--- src/rtl/acct_pkg.sv ---
// Shared types and constants for the ACCT configuration scheduler.
// Holds the FSM state encoding, per-group reglk bit tables and default widths.
package acct_pkg;

    localparam int unsigned IDX_W      = 8;
    localparam int unsigned DATA_W     = 32;
    localparam int unsigned LOCK_W     = 16;
    localparam int unsigned NUM_GROUPS = 4;
    localparam int unsigned GROUP_SIZE = 3;

    typedef enum logic [1:0] {
        INIT   = 2'd0,
        IDLE   = 2'd1,
        ACCESS = 2'd2,
        RESP   = 2'd3
    } state_e;

    // reglk bit guarding each entry group (group = idx / GROUP_SIZE)
    localparam logic [3:0] WR_LOCK_BIT [NUM_GROUPS] = '{4'd5, 4'd13, 4'd1, 4'd7};
    localparam logic [3:0] RD_LOCK_BIT [NUM_GROUPS] = '{4'd4, 4'd2, 4'd0, 4'd6};

    // Lock bit for a group/direction, taken from the live reglk vector
    function automatic logic lock_hit(input logic [LOCK_W-1:0] reglk,
                                      input logic [1:0]        grp,
                                      input logic              we);
        return we ? reglk[WR_LOCK_BIT[grp]] : reglk[RD_LOCK_BIT[grp]];
    endfunction

endpackage

--- src/rtl/rr_arbiter.sv ---
// Round-robin arbiter: grants the first asserted req scanning from ptr+1 (mod N).
// Ports: req (request vector), ptr (last granted index),
//        gnt (one-hot grant), gnt_idx (encoded grant index, 0 when none).
module rr_arbiter #(
    parameter  int unsigned N     = 3,
    localparam int unsigned PTR_W = (N > 1) ? $clog2(N) : 1
) (
    input  logic [N-1:0]     req,
    input  logic [PTR_W-1:0] ptr,
    output logic [N-1:0]     gnt,
    output logic [PTR_W-1:0] gnt_idx
);

    logic             found;
    logic [PTR_W-1:0] cand;

    // Rotating priority scan; the previously granted requester is checked last
    always_comb begin
        gnt     = '0;
        gnt_idx = '0;
        found   = 1'b0;
        cand    = '0;
        for (int unsigned i = 1; i <= N; i++) begin
            cand = PTR_W'((32'(ptr) + i) % N);
            if (!found && req[cand]) begin
                found     = 1'b1;
                gnt[cand] = 1'b1;
                gnt_idx   = cand;
            end
        end
    end

endmodule

--- src/rtl/acct_cfg_sched.sv ---
// ACCT register-file scheduler: boot-loads default policy into every entry, then
// arbitrates round-robin among requesters for the single-port ACCT interface,
// enforcing per-group reglk read/write locks, one response per accepted request.
// Ports: clk_i/rst_i (sync active-high); req_* requester side (ready is
// combinational one-hot); rsp_* one-hot response pulse with shared data/err;
// reglk_ctrl_i lock bits; default_policy_i boot values; init_done_o;
// mem_* ACCT index/data port with combinational mem_rdata_i.
module acct_cfg_sched #(
    parameter int unsigned NUM_REQ     = 3,
    parameter int unsigned NUM_ENTRIES = 3,
    parameter int unsigned IDX_W       = acct_pkg::IDX_W,
    parameter int unsigned DATA_W      = acct_pkg::DATA_W
) (
    input  logic                          clk_i,
    input  logic                          rst_i,
    input  logic [NUM_REQ-1:0]            req_valid_i,
    input  logic [NUM_REQ-1:0]            req_we_i,
    input  logic [NUM_REQ*IDX_W-1:0]      req_idx_i,
    input  logic [NUM_REQ*DATA_W-1:0]     req_wdata_i,
    output logic [NUM_REQ-1:0]            req_ready_o,
    output logic [NUM_REQ-1:0]            rsp_valid_o,
    output logic [DATA_W-1:0]             rsp_rdata_o,
    output logic                          rsp_err_o,
    input  logic [15:0]                   reglk_ctrl_i,
    input  logic [NUM_ENTRIES*DATA_W-1:0] default_policy_i,
    output logic                          init_done_o,
    output logic                          mem_en_o,
    output logic                          mem_we_o,
    output logic [IDX_W-1:0]              mem_idx_o,
    output logic [DATA_W-1:0]             mem_wdata_o,
    input  logic [DATA_W-1:0]             mem_rdata_i
);

    import acct_pkg::*;

    localparam int unsigned PTR_W = (NUM_REQ > 1) ? $clog2(NUM_REQ) : 1;
    localparam int unsigned CNT_W = (NUM_ENTRIES > 1) ? $clog2(NUM_ENTRIES) : 1;

    state_e             state_q, state_d;
    logic [CNT_W-1:0]   init_cnt_q, init_cnt_d;
    logic [PTR_W-1:0]   ptr_q, ptr_d;
    logic [PTR_W-1:0]   gnt_q, gnt_d;
    logic               we_q, we_d;
    logic [IDX_W-1:0]   idx_q, idx_d;
    logic [DATA_W-1:0]  wdata_q, wdata_d;
    logic [DATA_W-1:0]  rdata_q, rdata_d;
    logic               err_q, err_d;

    logic [DATA_W-1:0]  policy    [NUM_ENTRIES];
    logic [IDX_W-1:0]   req_idx   [NUM_REQ];
    logic [DATA_W-1:0]  req_wdata [NUM_REQ];

    logic [NUM_REQ-1:0] arb_gnt;
    logic [PTR_W-1:0]   arb_idx;

    logic [IDX_W-1:0]   grp;
    logic               in_range;
    logic               allowed;

    // Unpack flat buses into per-entry / per-requester views
    for (genvar e = 0; e < NUM_ENTRIES; e++) begin : g_policy
        assign policy[e] = default_policy_i[e*DATA_W +: DATA_W];
    end
    for (genvar r = 0; r < NUM_REQ; r++) begin : g_req
        assign req_idx[r]   = req_idx_i[r*IDX_W +: IDX_W];
        assign req_wdata[r] = req_wdata_i[r*DATA_W +: DATA_W];
    end

    rr_arbiter #(.N(NUM_REQ)) u_arb (
        .req     (req_valid_i),
        .ptr     (ptr_q),
        .gnt     (arb_gnt),
        .gnt_idx (arb_idx)
    );

    // Access permission for the latched request, using reglk as seen in ACCESS
    assign grp      = idx_q / IDX_W'(GROUP_SIZE);
    assign in_range = (32'(idx_q) < NUM_ENTRIES) && (32'(grp) < NUM_GROUPS);
    assign allowed  = in_range && !lock_hit(reglk_ctrl_i, grp[1:0], we_q);

    // Next-state, datapath capture and decoded outputs
    always_comb begin
        state_d     = state_q;
        init_cnt_d  = init_cnt_q;
        ptr_d       = ptr_q;
        gnt_d       = gnt_q;
        we_d        = we_q;
        idx_d       = idx_q;
        wdata_d     = wdata_q;
        rdata_d     = rdata_q;
        err_d       = err_q;
        req_ready_o = '0;
        rsp_valid_o = '0;
        rsp_rdata_o = '0;
        rsp_err_o   = 1'b0;
        init_done_o = 1'b0;
        mem_en_o    = 1'b0;
        mem_we_o    = 1'b0;
        mem_idx_o   = '0;
        mem_wdata_o = '0;

        case (state_q)
            INIT: begin
                mem_en_o    = 1'b1;
                mem_we_o    = 1'b1;
                mem_idx_o   = IDX_W'(init_cnt_q);
                mem_wdata_o = policy[init_cnt_q];
                if (init_cnt_q == CNT_W'(NUM_ENTRIES - 1)) begin
                    init_cnt_d = '0;
                    state_d    = IDLE;
                end else begin
                    init_cnt_d = init_cnt_q + CNT_W'(1);
                end
            end
            IDLE: begin
                init_done_o = 1'b1;
                req_ready_o = arb_gnt;
                if (|arb_gnt) begin
                    gnt_d   = arb_idx;
                    ptr_d   = arb_idx;
                    we_d    = req_we_i[arb_idx];
                    idx_d   = req_idx[arb_idx];
                    wdata_d = req_wdata[arb_idx];
                    state_d = ACCESS;
                end
            end
            ACCESS: begin
                init_done_o = 1'b1;
                mem_en_o    = allowed;
                mem_we_o    = allowed && we_q;
                mem_idx_o   = allowed ? idx_q : '0;
                mem_wdata_o = (allowed && we_q) ? wdata_q : '0;
                err_d       = !allowed;
                rdata_d     = (allowed && !we_q) ? mem_rdata_i : '0;
                state_d     = RESP;
            end
            RESP: begin
                init_done_o        = 1'b1;
                rsp_valid_o[gnt_q] = 1'b1;
                rsp_rdata_o        = rdata_q;
                rsp_err_o          = err_q;
                rdata_d            = '0;
                err_d              = 1'b0;
                state_d            = IDLE;
            end
            default: state_d = INIT;
        endcase

        // Outputs are forced quiet for the whole reset cycle
        if (rst_i) begin
            req_ready_o = '0;
            rsp_valid_o = '0;
            rsp_rdata_o = '0;
            rsp_err_o   = 1'b0;
            init_done_o = 1'b0;
            mem_en_o    = 1'b0;
            mem_we_o    = 1'b0;
            mem_idx_o   = '0;
            mem_wdata_o = '0;
        end
    end

    // State and datapath registers
    always_ff @(posedge clk_i) begin
        if (rst_i) begin
            state_q    <= INIT;
            init_cnt_q <= '0;
            ptr_q      <= PTR_W'(NUM_REQ - 1);
            gnt_q      <= '0;
            we_q       <= 1'b0;
            idx_q      <= '0;
            wdata_q    <= '0;
            rdata_q    <= '0;
            err_q      <= 1'b0;
        end else begin
            state_q    <= state_d;
            init_cnt_q <= init_cnt_d;
            ptr_q      <= ptr_d;
            gnt_q      <= gnt_d;
            we_q       <= we_d;
            idx_q      <= idx_d;
            wdata_q    <= wdata_d;
            rdata_q    <= rdata_d;
            err_q      <= err_d;
        end
    end

endmodule

--- config.mk ---
export PLATFORM = sky130hd
export DESIGN_NAME = acct_cfg_sched
export DESIGN_NICKNAME = d
export VERILOG_FILES = /design/src/rtl/acct_pkg.sv /design/src/rtl/rr_arbiter.sv /design/src/rtl/acct_cfg_sched.sv
export SDC_FILE = /design/constraint.sdc
export NUM_CORES = 1
export LEC_CHECK = 0
export BUFFER_PORTS_ARGS = -buffer_cell sky130_fd_sc_hd__buf_2
export CORE_ASPECT_RATIO = 0.7
export CORE_MARGIN = 5
export CORE_UTILIZATION = 40
export CTS_CLUSTER_SIZE = 12
export DETAILED_ROUTE_END_ITERATION = 10
export GPL_TIMING_DRIVEN = 0
export PLACE_DENSITY = 0.76
export SLEW_MARGIN = 10
export SYNTH_ARGS = -nofsm -noshare
export SYNTH_HDL_FRONTEND = slang
export SYNTH_HIERARCHICAL = 1
export SYNTH_SLANG_ARGS = --single-unit
--- constraint.sdc ---
create_clock -name clk_i -period 3.7 [get_ports clk_i]
set_input_delay 0 -clock clk_i [delete_from_list [all_inputs] [get_ports clk_i]]
set_output_delay 0 -clock clk_i [all_outputs]
set_load 0.005 [all_outputs]
Word level (Yosys, flattened, before mapping)
Index checks and enable logic that the tools add are counted.
- output and inout bits: 82
- logic and storage cells: 136
- register bits: 82
- input bits: 272
- bitwise gates (word level): 5
- equality and inequality tests: 6
- $add $sub $neg: 4
- multiplexer cells: 71
- divide/modulo/power cells: 4
- order comparisons: 16
- reductions and logical operators: 21
- operators with widths (cell ; count):
    $mux W32 ; 9
    $bmux W32 S2 ; 2
    $pmux W32 S2 ; 2
    $mod A32 B2 Y32 const B ; 3
    $mux W8 ; 4
    $mux W3 ; 7
    $mux W1 ; 19
    $bmux W4 S2 ; 2
    $bmux W8 S2 ; 1
    $mux W4 ; 4
    $pmux W8 S2 ; 1
    $lt A2 B3 Y1 const B ; 5
    $mux W2 ; 6
    $logic_and A1 B1 Y1 ; 10
    $lt A4 B5 Y1 const B ; 2
    $ge A3 B3 Y1 const B ; 3
    $not A2 Y3 ; 3
    $bmux W1 S2 ; 4
    $bmux W1 S4 ; 2
    $demux W1 S2 ; 4
    $div A8 B2 Y8 const B ; 1
    $ge A2 B1 Y1 const B ; 4
    $lt A8 B2 Y1 const B ; 1
    $lt A8 B3 Y1 const B ; 1
    other kinds (14) ; 27

Logic depth before layout (Yosys ltp)
- depth after elaboration: 15
- depth in mapped cells: 19
- gate-level depth less buffers: 16

By module
The synthesis kept the hierarchy.
- modules (own cells, without submodules) (module ; area an instance (sq um) ; instances ; cells an instance ; seq. area each (sq um)):
    acct_cfg_sched ; 5570.3 ; 1 ; 710 ; 1621.6
    rr_arbiter ; 280.3 ; 1 ; 35 ; 0.0

Worst setup path before layout
OpenSTA, ideal clock, no wires.
- path type: register to output
- start: register idx_q[4]
- end: output port mem_wdata_o[10]
- stages on the path, launching flop included: 19
- setup slack: -184 ps
- data required time: 3700 ps
- arrival: 3884 ps
- buffers on the path: 3
- cells stage by stage: dfxtp_1 > buf_4 > xor2_1 > o211a_1 > o32a_1 > nand2_1 > ha_1 > and3b_1 > o311ai_4 > and2_1 > ha_1 > mux4_2 > mux2_2 > a21oi_1 > and2_1 > clkbuf_1 > clkbuf_1 > a22oi_1 > nor2_1
- word-level cells in the longest chain between the ends: 14
- elaborated cells between the ends (all ways): 22
- those cells by class: div (1); order compare (2); mux (14); bitwise (1); reduce/logical (4)
- RTL lines (what ; line ; text):
    start: declaration ; acct_cfg_sched.sv:44 ; logic [IDX_W-1:0] idx_q, idx_d;
    start signal: assignment ; acct_cfg_sched.sv:181 ; idx_q <= idx_d;
    $div A8 B2 Y8 ; acct_cfg_sched.sv:77 ; assign grp = idx_q / IDX_W'(GROUP_SIZE);
    $not A2 Y3 (implied by the code) ; acct_pkg.sv:26 ; return we ? reglk[WR_LOCK_BIT[grp]] : reglk[RD_LOCK_BIT[grp]];
    $bmux W4 S2 ; acct_pkg.sv:26 ;
    $mux W4 (implied by the code) (2 in series) ; acct_pkg.sv:26 ;
    $bmux W1 S4 ; acct_pkg.sv:26 ;
    $mux W1 (implied by the code) ; acct_pkg.sv:26 ;
    $mux W1 ; acct_pkg.sv:26 ;
    $logic_not A1 Y1 ; acct_cfg_sched.sv:79 ; assign allowed = in_range && !lock_hit(reglk_ctrl_i, grp[1:0], we_q);
    $logic_and A1 B1 Y1 * ; acct_cfg_sched.sv:79 ;
    $logic_and A1 B1 Y1 * ; acct_cfg_sched.sv:132 ; mem_wdata_o = (allowed && we_q) ? wdata_q : '0;
    $mux W32 * ; acct_cfg_sched.sv:132 ;
    $pmux W32 S2 * ; acct_cfg_sched.sv:102 ; case (state_q)
    $mux W32 * ; acct_cfg_sched.sv:150 ; if (rst_i) begin
    end: declaration ; acct_cfg_sched.sv:30 ; output logic [DATA_W-1:0] mem_wdata_o,
Mark *: on every way between the ends. The rest lies on a longest branch, timed or not. The select of a mux whose other input is x is not followed.

Final worst setup path
- start: register idx_q[7]
- end: output port mem_wdata_o[4]
Same word-level chain as after synthesis.

==> metrics.md <==
| Metric | Value |
|---|---|
| FF-to-FF setup slack | `-0.13 ns` |
| DRC viols | `0` |
| CTS tree | `yes` |
| Area of the die | `17200 um^2` |
| Max Cap Violations | `0` |
| Setup violations, final | `37` |
| CP max stage cell | `or4bb_4` |
| Power density over cell area | `between 700 and 800 nW/um^2` |
| Ys Warns | `6` |
| Tightest Pin Transition | `~0.87 ns` |
| GRT Total Usage | `26.7%` |
| Endpoint of the worst register-to-register path | `err_q` |
| Worst Path Max Fanout | `8` |
| Layout area overhead | `58.0%` |
| GRT Residual Overflow | `0` |
| DP Wirelength | `approximately 18000 um` |
| Int Pwr | `3.78 mW` |
| Crit start category | `flop` |
| # IOs | `354` |
| CTS sink cnt | `about 80` |
| Avg Vias per Cell | `~5.3` |
| Critical Path RT | `about 3.7 ns` |
| CP endpoint kind | `primary output` |
| Skew final | `~0.0040 ns` |
| RePlAce Congestion | `0.942` |
| Clock-pin slew on the worst setup and hold paths | `approximately 0.060 ns` |
| Reg2reg path depth | `19` |
| Final period utilization | `113%` |
| Vias in the first global route | `about 7400` |
| Final antenna-violating net count | `0` |
| Root buf cell | `clkbuf_16` |
| Crit path largest cell delay | `roughly 0.54 ns` |
| Clk buf depth | `2` |
| Clock share of power | `between 10% and 20%` |
| Critical path, cell by cell | `buf_6 -> or4bb_4 -> a21oi_4 -> o22ai_2 -> nand2_2 -> ha_4 -> and3b_2 -> o311ai_4 -> and2_4 -> ha_4 -> mux4_2 -> mux2_4 -> a21oi_4 -> and2_4 -> buf_12 -> clkbuf_16 -> a22oi_2 -> nor2_1 -> buf_2` |
| Commonest register cell after synthesis | `dfxtp_1` |
| Worst Hold End | `wdata_q[31]` |
| Global-route wire length before repair | `approximately 38000 um` |
| Synth top area cells | `dfxtp_1, mux2i_1, nor2_1` |
| Max Slew Vio Count | `0` |
| Synth Cell Area | `between 5000 and 6000 um^2` |
| FILL cells | `around 1300` |
| Core Rows | `37` |
| Netlist cell types | `57` |
| Worst-Skew Late Latency | `0.33 ns` |
| Net Sw Frac | `a little under half` |
| Total power | `6.97 mW` |
| Syn Area/Cell | `about 8 um^2` |
| Leak | `between 4 and 5 nW` |
| DIE HEIGHT | `111 um` |
| Post-synth top area share | `between 20% and 30%` |
| R2r startpoint | `idx_q[7]` |
| Post-synth EDFFs | `0` |
| Multi-input logic area | `approximately 4000 um^2` |
| Hold Slack | `0.00843 ns` |
| Port-buffer cells | `approximately 340` |
| Post-Syn Instances | `745` |
| Hold Fails Final Rpt | `0` |
| H-tree lvl count | `3` |
| Net switching power | `approximately 3.2 mW` |
| Critical Path Start | `idx_q[7]` |
| Max Freq | `239 MHz` |
| Initial DRC count | `between 500 and 600` |
| CTS buffer count | `9` |
| Core region area | `roughly 15000 um^2` |
| Reg power frac | `about a fifth` |
| Comb pwr share | `around 66%` |
| Largest net degree at the start of global routing | `14` |
| Kind of critical path | `flop to primary output` |
| Post-layout min period | `between 4 and 5 ns` |
| Status | `complete, but fails checks` |
| Hold path start | `req_wdata_i[63]` |
| WP data arrival | `4.18 ns` |
| Violated checks | `setup timing` |
| Yosys top cell by area | `dfxtp_1` |
| Number of inserted diodes | `0` |
| Seq/Total Area, Yosys | `roughly 28%` |
| #FFs+latches synth | `just over 80` |
| Final nets | `around 1500` |
| Via count | `7370` |
| RSZ-0062 raised after global routing | `yes` |
| Post-synth ARST share | `0%` |
| Wirelength per Cell | `about 18 um` |
| Worst VDD drop | `between 0.4 and 0.5 mV` |
| Initial antenna violation count | `1` |
| Min-Delay Path Depth | `3` |
| Design Area, Final | `between 9000 and 10000 um^2` |
| Setup WS pre-CTS | `-0.676 ns` |
| Relative slew slack | `41.7%` |
| Initial core utilization | `between 40% and 50%` |
| Post-Route WL | `about 25000 um` |
| Final worst slack | `-0.477 ns` |
| Initial DRT Pass Iterations | `5` |
| Die width | `155 um` |
| Register Area | `1630 um^2` |
| Placed instance area | `7840 um^2` |
| Worst Hold Class | `input pin to flop` |
| Layout cell share with drive strength beyond 1 | `between 30% and 40%` |
==> per-stage QoR <==
stage,setup TNS [ns],instances,util [%]
after global routing,-21.96,1387,63.6
final,-15.82,1387,63.6
after floorplan,0,750,-
after detailed placement,-19.88,1288,54.0
after CTS,-17.11,1383,62.2
after global placement,-18.18,1288,54.0
==> synth_stat cells, types with 3 or more instances <==
cell	instances
and2_1	38
o211a_1	3
nor2_1	126
o21a_1	3
o22ai_1	5
nor2b_1	6
ha_1	13
dfxtp_1	81
nand2_1	46
nor3b_1	4
nor3_1	45
nand3b_1	4
mux2i_1	78
xor2_1	3
buf_8	3
buf_4	9
and3b_1	3
o21ai_0	36
clkbuf_1	50
a211oi_1	45
a22o_1	32
nand2b_1	4
a21oi_1	15
a22oi_1	32
inv_1	13
buf_1	10
==> kinds of logic (layout without fill, tap and decap cells) <==
group                    after synthesis  after routing  synth area share (%)
AO/OA/AOI/OAI                        187            187                  24.0
AND/OR/NAND/NOR                      291            291                  23.6
buffers and inverters                 87            529                  6.89
adder cells (fa/ha/maj)               13             13                  2.78
flip-flops                            81             81                  27.7
other                                  1              6                0.0641
multiplexers                          82             82                  14.5
XOR/XNOR                               3              3                 0.449
==> registers in the layout (all words and copies together), names as in the netlist <==
register,count
err_q,1
gnt_q,1
we_q,1
ptr_q,2
init_cnt_q,2
state_q,2
wdata_q,32
idx_q,8
rdata_q,32
==> timing repair <==
| action | in CTS | in global routing |
|---|---|---|
| hold buffers | 68 | 0 |
| pin swaps | 16 | 21 |
| buffers inserted | 11 | 4 |
| endpoints found under the hold margin | 68 | 0 |
| gates resized for setup | 29 | 37 |
| gates cloned | 2 | 2 |
| setup endpoints to repair | 38 | 42 |
==> routing by layer <==
metal | wire length [um] | track usage, % | vias up | share of wire, %
met2 | 12300 | 46.9 | 337 | 50
met4 | 293 | 5.12 | 2 | 1.2
met3 | 1910 | 6.28 | 34 | 7.7
met1 | 10100 | 33.5 | 3450 | 41
met5 | 13 | 0 | - | 0.053
li1 | - | - | 3547 | -
==> power by group through the flow <==
stage | registers (mW) | logic, mW | clock network, mW
2_1_floorplan | 1.29 | 2.93 | 0
5_1_grt | 1.43 | 5.08 | 0.993
3_3_place_gp | 1.34 | 3.93 | 0
6_report | 1.40 | 4.62 | 0.944
3_5_place_dp | 1.35 | 4.00 | 0
4_1_cts | 1.36 | 4.38 | 0.965
==> worst max-delay path: cells and delay by family, from the launching register on <==
kind,cells,cell delay (ns)
DFF,1,0.31
AOI/OAI and AO/OA,5,0.50
buffers and inverters,4,0.55
muxes,2,0.81
adders and majority gates,2,0.27
and+or+nand+nor,6,1.37
==> cell usage in the layout, fill, tap and decap left out, drive strengths merged, types with 15 or more instances in the layout <==
master,n
o21ai,39
nand2,46
and2,38
nor2,127
a22o,32
clkbuf,58
mux2i,78
a22oi,32
buf,385
a21oi,15
a211oi,45
dlygate4sd3,68
nor3,46
dfxtp,81
==> worst max-delay path by stage <==
stage / endpoint / slack, ns / cells past startpoint
CTS: mem_wdata_o[20] / -0.54 / 19
global route: mem_wdata_o[2] / -0.65 / 20
floorplan: mem_wdata_o[10] / 0.003 / 18
global placement: mem_wdata_o[20] / -0.64 / 19
detailed placement: mem_wdata_o[20] / -0.68 / 19
finish: mem_wdata_o[4] / -0.48 / 19
==> area by class of cell <==
type / instances / share of cell area (%)
timing repair buffer: 429 / 27.9
buffer: 72 / 4.57
inverter: 13 / 0.528
clock buffer: 10 / 2.48
clock inverter: 5 / 0.880
tap: 195 / 2.64
multi-input combinational: 582 / 43.4
sequential: 81 / 17.7
(Power assumes the default switching activity.)
